==> src/rtl/writeback_unit.sv <==
`default_nettype none
// ============================================================================
// Module      : writeback_unit
// Description : Merges ALU results and FIFO-buffered load returns onto the
//               register-file write port and flags pending-write hazards.
//               Optional macro WB_LOAD_BYPASS_EN lets a load skip an empty FIFO.
// Revision    : 1.0 - initial release
// ============================================================================
module writeback_unit #(
   parameter int DEPTH        = 4,
   parameter int STARVE_LIMIT = 3
) (
   input  logic                     clk,
   input  logic                     rst,
   input  logic                     alu_valid,
   output logic                     alu_ready,
   input  logic [2:0]               alu_dest,
   input  logic [7:0]               alu_data,
   input  logic                     ld_valid,
   output logic                     ld_ready,
   input  logic [2:0]               ld_dest,
   input  logic [7:0]               ld_data,
   input  logic [2:0]               pend_addr1,
   input  logic [2:0]               pend_addr2,
   output logic                     hazard1,
   output logic                     hazard2,
   output logic                     write_reg,
   output logic                     read_strobe,
   output logic [2:0]               dest_reg,
   output logic [7:0]               dest_reg_data,
   output logic [7:0]               dest_reg_data2,
   output logic [$clog2(DEPTH):0]   ld_count
);

   localparam int              c_AW         = $clog2(DEPTH);
   localparam int              c_SW         = (STARVE_LIMIT < 1) ? 1 : $clog2(STARVE_LIMIT + 1);
   localparam logic [c_SW-1:0] c_STARVE_MAX = c_SW'(STARVE_LIMIT);
   localparam logic [c_AW:0]   c_DEPTH      = (c_AW + 1)'(DEPTH);

   logic [2:0]      r_mem_dest [DEPTH];
   logic [7:0]      r_mem_data [DEPTH];
   logic [c_AW-1:0] r_wr_ptr;
   logic [c_AW-1:0] r_rd_ptr;
   logic [c_AW:0]   r_count;
   logic [c_SW-1:0] r_starve;
   logic            r_write_reg;
   logic            r_read_strobe;
   logic [2:0]      r_dest_reg;
   logic [7:0]      r_dest_data;
   logic [7:0]      r_dest_data2;

   logic             w_nonempty;
   logic             w_force_load;
   logic             w_alu_acc;
   logic             w_pop;
   logic             w_push;
   logic             w_bypass;
   logic             w_out_busy;
   logic [DEPTH-1:0] w_ent_valid;
   logic [DEPTH-1:0] w_match1;
   logic [DEPTH-1:0] w_match2;

   assign w_nonempty   = (r_count != '0);
   assign w_force_load = w_nonempty && (r_starve == c_STARVE_MAX);
   assign alu_ready    = !w_force_load;
   assign ld_ready     = (r_count < c_DEPTH);
   assign w_alu_acc    = alu_valid && alu_ready;
   assign w_pop        = !w_alu_acc && w_nonempty;

`ifdef WB_LOAD_BYPASS_EN
   assign w_bypass = !w_nonempty && !alu_valid && ld_valid;
`else
   assign w_bypass = 1'b0;
`endif

   assign w_push = ld_valid && ld_ready && !w_bypass;

   // An entry is live when its distance from the head is below the occupancy.
   generate
      for (genvar i = 0; i < DEPTH; i++) begin : g_entry
         logic [c_AW-1:0] w_offset;
         assign w_offset       = c_AW'(i) - r_rd_ptr;
         assign w_ent_valid[i] = ({1'b0, w_offset} < r_count);
         assign w_match1[i]    = w_ent_valid[i] && (r_mem_dest[i] == pend_addr1);
         assign w_match2[i]    = w_ent_valid[i] && (r_mem_dest[i] == pend_addr2);
      end
   endgenerate

   // The registered write only reaches the register file at the next edge.
   assign w_out_busy = r_write_reg || r_read_strobe;
   assign hazard1    = (|w_match1) || (w_out_busy && (r_dest_reg == pend_addr1));
   assign hazard2    = (|w_match2) || (w_out_busy && (r_dest_reg == pend_addr2));

   always_ff @(posedge clk) begin
      if (!rst && w_push) begin
         r_mem_dest[r_wr_ptr] <= ld_dest;
         r_mem_data[r_wr_ptr] <= ld_data;
      end
   end

   always_ff @(posedge clk) begin
      if (rst) begin
         r_wr_ptr      <= '0;
         r_rd_ptr      <= '0;
         r_count       <= '0;
         r_starve      <= '0;
         r_write_reg   <= 1'b0;
         r_read_strobe <= 1'b0;
         r_dest_reg    <= '0;
         r_dest_data   <= '0;
         r_dest_data2  <= '0;
      end else begin
         if (w_push) begin
            r_wr_ptr <= r_wr_ptr + c_AW'(1);
         end
         if (w_pop) begin
            r_rd_ptr <= r_rd_ptr + c_AW'(1);
         end
         if (w_push && !w_pop) begin
            r_count <= r_count + (c_AW + 1)'(1);
         end else if (w_pop && !w_push) begin
            r_count <= r_count - (c_AW + 1)'(1);
         end

         if (w_alu_acc) begin
            r_write_reg   <= 1'b1;
            r_read_strobe <= 1'b0;
            r_dest_reg    <= alu_dest;
            r_dest_data   <= alu_data;
            if (!w_nonempty) begin
               r_starve <= '0;
            end else if (r_starve != c_STARVE_MAX) begin
               r_starve <= r_starve + c_SW'(1);
            end
         end else if (w_pop) begin
            r_write_reg   <= 1'b0;
            r_read_strobe <= 1'b1;
            r_dest_reg    <= r_mem_dest[r_rd_ptr];
            r_dest_data2  <= r_mem_data[r_rd_ptr];
            r_starve      <= '0;
         end else if (w_bypass) begin
            r_write_reg   <= 1'b0;
            r_read_strobe <= 1'b1;
            r_dest_reg    <= ld_dest;
            r_dest_data2  <= ld_data;
            r_starve      <= '0;
         end else begin
            r_write_reg   <= 1'b0;
            r_read_strobe <= 1'b0;
            r_starve      <= '0;
         end
      end
   end

   assign write_reg      = r_write_reg;
   assign read_strobe    = r_read_strobe;
   assign dest_reg       = r_dest_reg;
   assign dest_reg_data  = r_dest_data;
   assign dest_reg_data2 = r_dest_data2;
   assign ld_count       = r_count;

endmodule
`default_nettype wire

==> config.mk <==
export PLATFORM = sky130hd
export DESIGN_NAME = writeback_unit
export DESIGN_NICKNAME = d
export VERILOG_FILES = /design/src/rtl/writeback_unit.sv
export SDC_FILE = /design/constraint.sdc
export NUM_CORES = 1
export LEC_CHECK = 0
export CORE_MARGIN = 2
export CORE_UTILIZATION = 50
export CTS_BUF_LIST = sky130_fd_sc_hd__clkbuf_8 sky130_fd_sc_hd__clkbuf_16
export DETAILED_ROUTE_END_ITERATION = 10
export PLACE_DENSITY = 0.75
export SYNTH_ARGS = -nofsm -noshare
export SYNTH_HDL_FRONTEND = slang
export SYNTH_SLANG_ARGS = --single-unit
==> constraint.sdc <==
create_clock -name clk -period 3.2 [get_ports clk]
set_clock_uncertainty 0.1 [all_clocks]
set_input_delay 0.64 -clock clk [delete_from_list [all_inputs] [get_ports clk]]
set_output_delay 0.64 -clock clk [all_outputs]
set_load 0.02 [all_outputs]
==> metrics, run 1 <==
final wirelength 6520 um; # nets final 392; post-synth top area share 0.3881; top-count cell post-synth edfxtp_1; worst slew pin tran 0.4137 ns; global route overflow 0; global-route wire length before repair 10470 um; WL/cell 15.02 um; min-delay worst type reg -> reg; max reg flops 32; Worst setup EP type output pin; port bufs 59; FF-to-FF Start ld_count[0]; CP max-delay cell clkdlybuf4s50_1; clk slew on worst S/H paths 0.08 ns; Fin Hold WS 0.3459 ns; DIE AREA 7485 um^2; vias in the first global route 2169; area grow syn2layout 26.87%; critical path required time 2.46 ns; Worst Path Max Fanout 5; CP top delay family buffers and inverters; largest buffer count on any clock path 2; CTS Hold Bufs 0; Root Driver clkbuf_8; Netlist cell types 40; total negative slack 0 ns; count of final setup violators 0; via count 2227; final slew viol count 0; Post-Syn Nets 319; crit-path max cell delay 0.63 ns; die width 86.52 um; Post-Syn Area 3405 um^2; CTS tree yes; Initial DRC Count 119; Post-synth EDFFs 44; max_slew headroom 0.7238; RSZ-0062 raised after global routing yes; Cell Chain, Critical Path clkdlybuf4s50_1 > xor2_1 > nor4_1 > or4_1 > dlygate4sd2_1; synthesized area per cell 12.34 um^2; initial antenna violation count 0; Startpoint Class input port; drt drc 0; YS warnings 0; GRT Overall Usage 0.1868; DRT Pass-1 Iters 4; Post-Syn Instances 276; Seq/Total Area, Yosys 0.5763; ys flop type edfxtp_1; CTS buffer count 9; fin crit share 0.9627; postcts setup bufs 0; largest net degree at the start of global routing 32; Sink Count 76; ys async rst share 0; core area 6681 um^2; Worst EP arrival 2.34 ns; outcome completed; Lkg Pwr 0.001559 uW; share of cells above drive strength 1 0.1441; max_cap viols 0; I/O Pins 60; DIE HEIGHT 86.52 um; peak supply drop 0.3358 mV; # rows 30; crit path launch pend_addr2[2]; Top reg by flops r_mem_data; Final ANT Viol Nets 0; final critical-path required period 3.080 ns; cells taking the most area after synthesis edfxtp_1, dfxtp_1, mux4_2; Setup CP Type in -> out; Fin. Hold Viols 0; total power 2897 uW; pwr dens 670.8 nW/um^2; # diodes 0; Synth area leader edfxtp_1; top flop regs r_mem_data: 32 flops, r_mem_dest: 12 flops; fmax 324.6 MHz; placer congestion estimate 0.8079; vias per cell 5.131; worst skew pair latency 0.34 ns; number of H-tree levels 3; synth cell count leaders edfxtp_1, nand2_1, dfxtp_1; hpwl dp 4781 um; Starting Density 0.5096; number of synthesized register bits 76; hold wc startpoint r_starve[0]; Buffers & Inverters on Critical Path 2
## per-stage QoR
stage / worst slack, ns / utilization / instances / instance area [um^2]
after floorplan: 0.4747 / - / 276 / 3405
after global placement: -0.08914 / 0.6206 / 418 / 4146
after detailed placement: -0.1060 / 0.6206 / 418 / 4146
after CTS: 0.08046 / 0.6463 / 434 / 4318
after global routing: -0.006960 / 0.6464 / 434 / 4319
final: 0.1195 / 0.6464 / 434 / 4319
## where the power goes
part | switching (uW) | total (uW) | leakage (uW) | internal [uW]
Combinational | 513 | 1010 | 0.000813 | 495
Clock | 355 | 639 | 0.0000837 | 284
Sequential | 95.9 | 1250 | 0.000663 | 1150
Total | 964 | 2900 | 0.00156 | 1930
## cell families after synthesis
logic type      synth area share
xor+xnor                 0.09261
simple gates              0.1205
compound gates           0.05880
fa+ha+maj                0.04263
mux                      0.07571
flops                     0.5763
buf+inv                  0.03344
## layout by cell type, fill, tap and decap left out, types with 2 or more instances in the layout
cell	count
nor3_1	7
nand4_1	3
dfxtp_1	31
xor2_1	18
nor2_1	17
nor2b_1	2
nor4_1	4
buf_4	18
a21oi_1	21
clkdlybuf4s50_1	57
xnor2_1	18
and2_1	7
inv_1	7
clkinv_1	2
inv_6	2
ha_1	10
dlygate4sd2_1	2
clkinvlp_4	2
mux4_2	11
nand2b_1	2
edfxtp_1	44
nand2_1	35
o21ai_0	4
clkbuf_8	9
## worst register-to-register path: stages (launching register included)
cell,delay [ns]
dfxtp_1,0.35
buf_4,0.18
or3_4,0.40
and2_4,0.21
clkinv_1,0.08
ha_1,0.17
inv_1,0.06
fa_1,0.38
xor2_1,0.18
or3_1,0.30
a21oi_1,0.14
## repair_timing
action | 4_1_cts | 5_1_grt
gates cloned | 0 | 0
resized for setup | 2 | 1
setup endpoints to repair | 2 | 2
## final timing paths
check,end,slack (ns),cells past startpoint
hold reg to reg,r_starve[0],0.35,1
setup reg to reg,ld_count[2],0.59,10
setup / recovery,hazard2,0.12,5
hold / removal,r_starve[0],0.35,1
## area by class of cell
cell class / instances / area [um^2]
Clock buffer: 9 / 123.9
Inverter: 8 / 30.03
Fill cell: 512 / 2362
Multi-Input combinational cell: 177 / 1329
Clock inverter: 7 / 50.05
Timing Repair Buffer: 77 / 723.2
Tap cell: 80 / 100.1
Sequential cell: 76 / 1963
## per-layer routing
metal / part of all wire / vias up / global-route usage / routed length [um]
met2: 0.47 / 51 / 0.2979 / 3061
met1: 0.47 / 1045 / 0.2494 / 3086
li1: - / 1123 / - / -
met5: 0 / - / 0 / 0
met3: 0.041 / 8 / 0.04095 / 267
met4: 0.016 / 0 / 0.07670 / 105
No activity file was read; power rests on OpenSTA's default activity.
==> inputs of run 2 (changes only) <==
--- a/config.mk
+++ b/config.mk
@@ -8,8 +8,10 @@
 export CORE_MARGIN = 2
 export CORE_UTILIZATION = 50
 export CTS_BUF_LIST = sky130_fd_sc_hd__clkbuf_8 sky130_fd_sc_hd__clkbuf_16
+export CTS_CLUSTER_SIZE = 8
 export DETAILED_ROUTE_END_ITERATION = 10
 export PLACE_DENSITY = 0.75
+export SKIP_CTS_REPAIR_TIMING = 1
 export SYNTH_ARGS = -nofsm -noshare
 export SYNTH_HDL_FRONTEND = slang
 export SYNTH_SLANG_ARGS = --single-unit
==> run 2 against run 1 <==
Die area stayed put. Flip-flop and latch count unchanged. Global-route usage about the same. Non-clock buffer count stayed put. First-iteration DRC count grew 7.6%. Critical endpoint unchanged. Largest cell class unchanged. Largest power group unchanged.
==> metrics, run 2 (synthesis gave the netlist of run 1 again) <==
global-route wire length before repair 10480 um (+0.13%); Starting Density 0.5096 (unchanged); fill count 508 (-0.78%); Reg2Reg Setup Slack 0.59 ns (about the same); placed cells 418 (unchanged); core area 6681 um^2 (unchanged); fmax 330.7 MHz (+1.9%); Worst Path Max Fanout 4 (-1); Initial DRC Count 128 (+7.6%); placer congestion estimate 0.8079 (unchanged); grt met2 use 0.2979 (unchanged); Top reg by flops r_mem_data; critical path required time 2.46 ns (about the same); global route overflow 0 (unchanged); I/O Pins 60 (unchanged); WL/cell 14.99 um (-0.21%); max_slew headroom 0.7245 (about the same); Worst setup EP type output pin; CTS tree yes; max_cap viols 0 (unchanged); met1 GRT Util 0.2500 (+0.0006361); fin crit share 0.9449 (-0.01772); largest net degree at the start of global routing 32 (unchanged); Register Area 1962 um^2 (about the same); worst slew pin tran 0.4126 ns (-0.001039 ns); DIE AREA 7485 um^2 (unchanged); die width 86.52 um (unchanged); Setup CP Type reg -> out; # nets final 392 (unchanged); commonest cells after routing, fill and taps aside clkdlybuf4s50_1, edfxtp_1, nand2_1, dfxtp_1, a21oi_1; busiest grt layer met2; final slew viol count 0 (unchanged); via count 2235 (+0.36%); hpwl dp 4781 um (unchanged); count of final setup violators 0 (unchanged); DRT Pass-1 Iters 4 (unchanged); clk slew on worst S/H paths 0.08 ns (about the same); DIE HEIGHT 86.52 um (unchanged); port bufs 59 (unchanged); CTS buffer count 9 (unchanged); Fin. Hold Viols 0 (unchanged); peak supply drop 0.3358 mV (about the same); most common cell after layout, fill and taps aside clkdlybuf4s50_1; post-route cell area 4333 um^2 (+0.32%); post-route setup slack 0.1762 ns (+0.05670 ns); final cell count without fillers 434 (unchanged); Lkg Pwr 0.001587 uW (+1.8%); Final ANT Viol Nets 0 (unchanged); final critical-path required period 3.024 ns (-0.05670 ns); worst skew pair latency 0.34 ns (about the same); RSZ-0062 raised after global routing no; # rows 30 (unchanged); vias per cell 5.150 (+0.36%); GRT Overall Usage 0.1870 (+0.0002041); final wirelength 6506 um (-0.21%); initial antenna violation count 0 (unchanged); min-delay worst type reg -> reg; final core occ 0.6485 (+0.002060); outcome completed; Multi-input gate area 1336 um^2 (+0.57%); drt drc 0 (unchanged); total power 2911 uW (+0.48%); number of H-tree levels 3 (unchanged); met3 usage 0.04095 (unchanged); vias in the first global route 2173 (+0.18%); Sink Count 76 (unchanged); pwr dens 671.9 nW/um^2 (+0.16%); area grow syn2layout 27.27%; share of cells above drive strength 1 0.1441 (unchanged); largest buffer count on any clock path 2 (unchanged); top flop regs r_mem_data: 32 flops, r_mem_dest: 12 flops; Worst EP arrival 2.28 ns (-0.06 ns); Setup WS pre-CTS -0.1060 ns (unchanged); max reg flops 32 (unchanged); Root Driver clkbuf_8; Startpoint Class register; # diodes 0 (unchanged); DP Area 4146 um^2 (unchanged)
[run 2: where the power goes]
part | internal (uW) | switching (uW)
Sequential | 1150 | 95.9
Combinational | 505 | 518
Clock | 284 | 355
Total | 1940 | 969
[run 2: final cells by class]
cell class | count | share of cell area
timing repair buffer | 77 | 0.1686
clock inverter | 7 | 0.01155
inverter | 8 | 0.006930
sequential | 76 | 0.4528
clock buffer | 9 | 0.02859
tap | 80 | 0.02310
multi-input combinational | 177 | 0.3084
[run 2: per-stage QoR]
stage / setup TNS [ns] / hold slack (ns)
after floorplan: 0 / 0.3072
after global placement: -0.08914 / 0.3150
after detailed placement: -0.1456 / 0.3382
after CTS: -0.3108 / 0.3491
after global routing: 0 / 0.3677
final: 0 / 0.3458
[run 2: worst paths after layout]
kind,from,endpoint,cells after the start
worst min register to register,r_starve[0],r_starve[0],1
worst min-delay path,r_starve[0],r_starve[0],1
worst max-delay path,r_rd_ptr[1],hazard2,8
worst max register to register,ld_count[0],ld_count[2],10
[run 2: critical path: stages (launching register included)]
cell and delay (ns):
dfxtp_1 0.40, xnor2_1 0.16, inv_1 0.06, ha_1 0.27
a21oi_1 0.05, nor2_1 0.18, nor4_1 0.08, or4_1 0.51
dlymetal6s2s_1 0.22
[run 2: metal layers]
metal	share of wire	vias up	routed length (um)
li1	-	1123	-
met1	0.47	1051	3061
met2	0.47	53	3052
met3	0.044	8	287
met4	0.016	0	105
met5	0	-	0
==> inputs of run 3 (changes only) <==
--- a/config.mk
+++ b/config.mk
@@ -5,12 +5,14 @@
 export SDC_FILE = /design/constraint.sdc
 export NUM_CORES = 1
 export LEC_CHECK = 0
+export CELL_PAD_IN_SITES_DETAIL_PLACEMENT = 0
+export CELL_PAD_IN_SITES_GLOBAL_PLACEMENT = 2
 export CORE_MARGIN = 2
-export CORE_UTILIZATION = 50
+export CORE_UTILIZATION = 35
 export CTS_BUF_LIST = sky130_fd_sc_hd__clkbuf_8 sky130_fd_sc_hd__clkbuf_16
 export CTS_CLUSTER_SIZE = 8
 export DETAILED_ROUTE_END_ITERATION = 10
-export PLACE_DENSITY = 0.75
+export PLACE_DENSITY = 0.78
 export SKIP_CTS_REPAIR_TIMING = 1
 export SYNTH_ARGS = -nofsm -noshare
 export SYNTH_HDL_FRONTEND = slang
==> run 3 against run 2 <==
Combinational power about the same. Via count increased by 0.94%. Die area increased by 41%. Flip-flop and latch count unchanged. Register-to-register slack about the same. Worst setup slack improved by 0.038 ns. Power increased by 7.0%. Sequential power about the same. Global-route usage decreased by 4.2 points.
==> metrics, run 3 (synthesis gave the netlist of run 1 again) <==
share of cells above drive strength 1 0.1497 (+0.005650); RSZ-0062 raised after global routing no; worst slew pin tran 0.4602 ns (+0.04757 ns); Lkg Pwr 0.001621 uW (+2.1%); # nets final 392 (unchanged); Worst setup EP type output pin; global route overflow 0 (unchanged); Startpoint Class register; most common cell after layout, fill and taps aside clkdlybuf4s50_1; internal power 2113 uW (+8.8%); port bufs 59 (unchanged); Final ANT Viol Nets 0 (unchanged); Combinational Power Share 0.333 (-0.018); final wirelength 7244 um (+11%); final critical-path required period 2.986 ns (-0.03755 ns); # rows 35 (+17%); clk slew on worst S/H paths 0.08 ns (about the same); CP max-delay cell or4_1; top flop regs r_mem_data: 32 flops, r_mem_dest: 12 flops; final slew viol count 0 (unchanged); switch share 0.3219 (-0.01087); fin crit share 0.9332 (-0.01173); DIE HEIGHT 102.6 um (+19%); count of final setup violators 0 (unchanged); CP top delay family simple AND/OR/NAND/NOR gates; crit-path max cell delay 0.50 ns (about the same); area grow syn2layout 30.76%; Cell Chain, Critical Path xnor2_1 > inv_1 > ha_1 > a21oi_1 > nor2_2 > nor4_1 > or4_1 > dlymetal6s2s_1; placer congestion estimate 0.7546 (-6.6%); vias in the first global route 2240 (+3.1%); min-delay worst type reg -> reg; die width 102.6 um (+19%); drt drc 0 (unchanged); WL/cell 15.00 um (about the same); peak supply drop 0.2348 mV (-30%); CTS tree yes; max reg flops 32 (unchanged); final core occ 0.4773 (-0.1712); Flop pwr share 0.401 (-0.028); largest buffer count on any clock path 2 (unchanged); # diodes 0 (unchanged); largest net degree at the start of global routing 32 (unchanged); fmax 334.9 MHz (+1.3%); via count 2256 (+0.94%); Clock power frac 0.266 (+0.047); Buffers & Inverters on Critical Path 2 (unchanged); Worst EP arrival 2.25 ns (-0.03 ns); Multi-input gate area 1339 um^2 (+0.19%); total power 3116 uW (+7.0%); max_cap viols 0 (unchanged); worst skew pair latency 0.34 ns (about the same); DRT Pass-1 Iters 6 (+2); sw power 1003 uW (+3.5%); Worst Path Max Fanout 4 (unchanged); outcome completed; hpwl dp 5165 um (+8.0%); I/O Pins 60 (unchanged); GRT Overall Usage 0.1454 (-0.04155); critical path required time 2.46 ns (about the same); Setup CP Type reg -> out; pwr dens 700.0 nW/um^2 (+4.2%); Initial DRC Count 119 (-7.0%); global-route wire length before repair 11420 um (+8.9%); Root Driver clkbuf_8; Register Area 1962 um^2 (unchanged); max_slew headroom 0.6928 (-0.03176); initial antenna violation count 0 (unchanged); commonest cells after routing, fill and taps aside clkdlybuf4s50_1, edfxtp_1, nand2_1, dfxtp_1, a21oi_1; Fin. Hold Viols 0 (unchanged); Starting Density 0.3650 (-0.1446); fill count 866 (+70%); total negative slack 0 ns (unchanged); Top reg by flops r_mem_data; DIE AREA 10530 um^2 (+41%); Sink Count 76 (unchanged); vias per cell 4.671 (-9.3%); core area 9328 um^2 (+40%); CTS buffer count 9 (unchanged); number of H-tree levels 3 (unchanged)
## run 3: cell types whose count changed in the layout (fill, tap and decap cells not counted)
cell / delta
clkinv_1: -1
inv_8: +2
nor2_2: +1
bufinv_16: +2
clkinv_4: -1
clkinvlp_4: -2
nor2_1: -1
## run 3: metal layers
metal | vias to the layer above | routed length, um | GRT usage
met5 | - | 0 | 0
met2 | 46 | 3438 | 0.2323
li1 | 1112 | - | -
met1 | 1091 | 3431 | 0.1938
met4 | 0 | 79 | 0.05026
met3 | 7 | 295 | 0.03661
## run 3: cell type report
type / instances / share of cell area
clock buffers: 9 / 0.02782
well taps: 129 / 0.03626
multi-input cells: 177 / 0.3007
flip-flops and latches: 76 / 0.4407
repair buffers: 77 / 0.1641
inverters: 8 / 0.006745
clock inverters: 7 / 0.02361
## run 3: worst paths after layout
path,start,end,slack (ns),cells past startpoint
worst min-delay path,r_starve[0],r_starve[0],0.34,1
worst max-delay path,r_rd_ptr[1],hazard2,0.21,8
worst min register to register,r_starve[0],r_starve[0],0.34,1
worst max register to register,ld_count[2],ld_count[2],0.59,9
## run 3: power groups by stage
| stage | sequential, uW | clock, uW | combinational (uW) |
|---|---|---|---|
| after floorplan | 1340 | 0 | 597 |
| after global placement | 1270 | 0 | 1030 |
| after detailed placement | 1270 | 0 | 1040 |
| after CTS | 1250 | 856 | 1040 |
| after global routing | 1270 | 903 | 1150 |
| final | 1250 | 829 | 1040 |
## run 3: through the flow
step | worst slack, ns | cell area, um^2 | std cells | hold slack (ns)
after global placement | -0.09838 | 4208 | 467 | 0.3166
after floorplan | 0.4747 | 3405 | 276 | 0.3072
after detailed placement | -0.1186 | 4208 | 467 | 0.3295
after CTS | -0.1974 | 4437 | 483 | 0.3412
after global routing | 0.04252 | 4452 | 483 | 0.3748
final | 0.2138 | 4452 | 483 | 0.3430
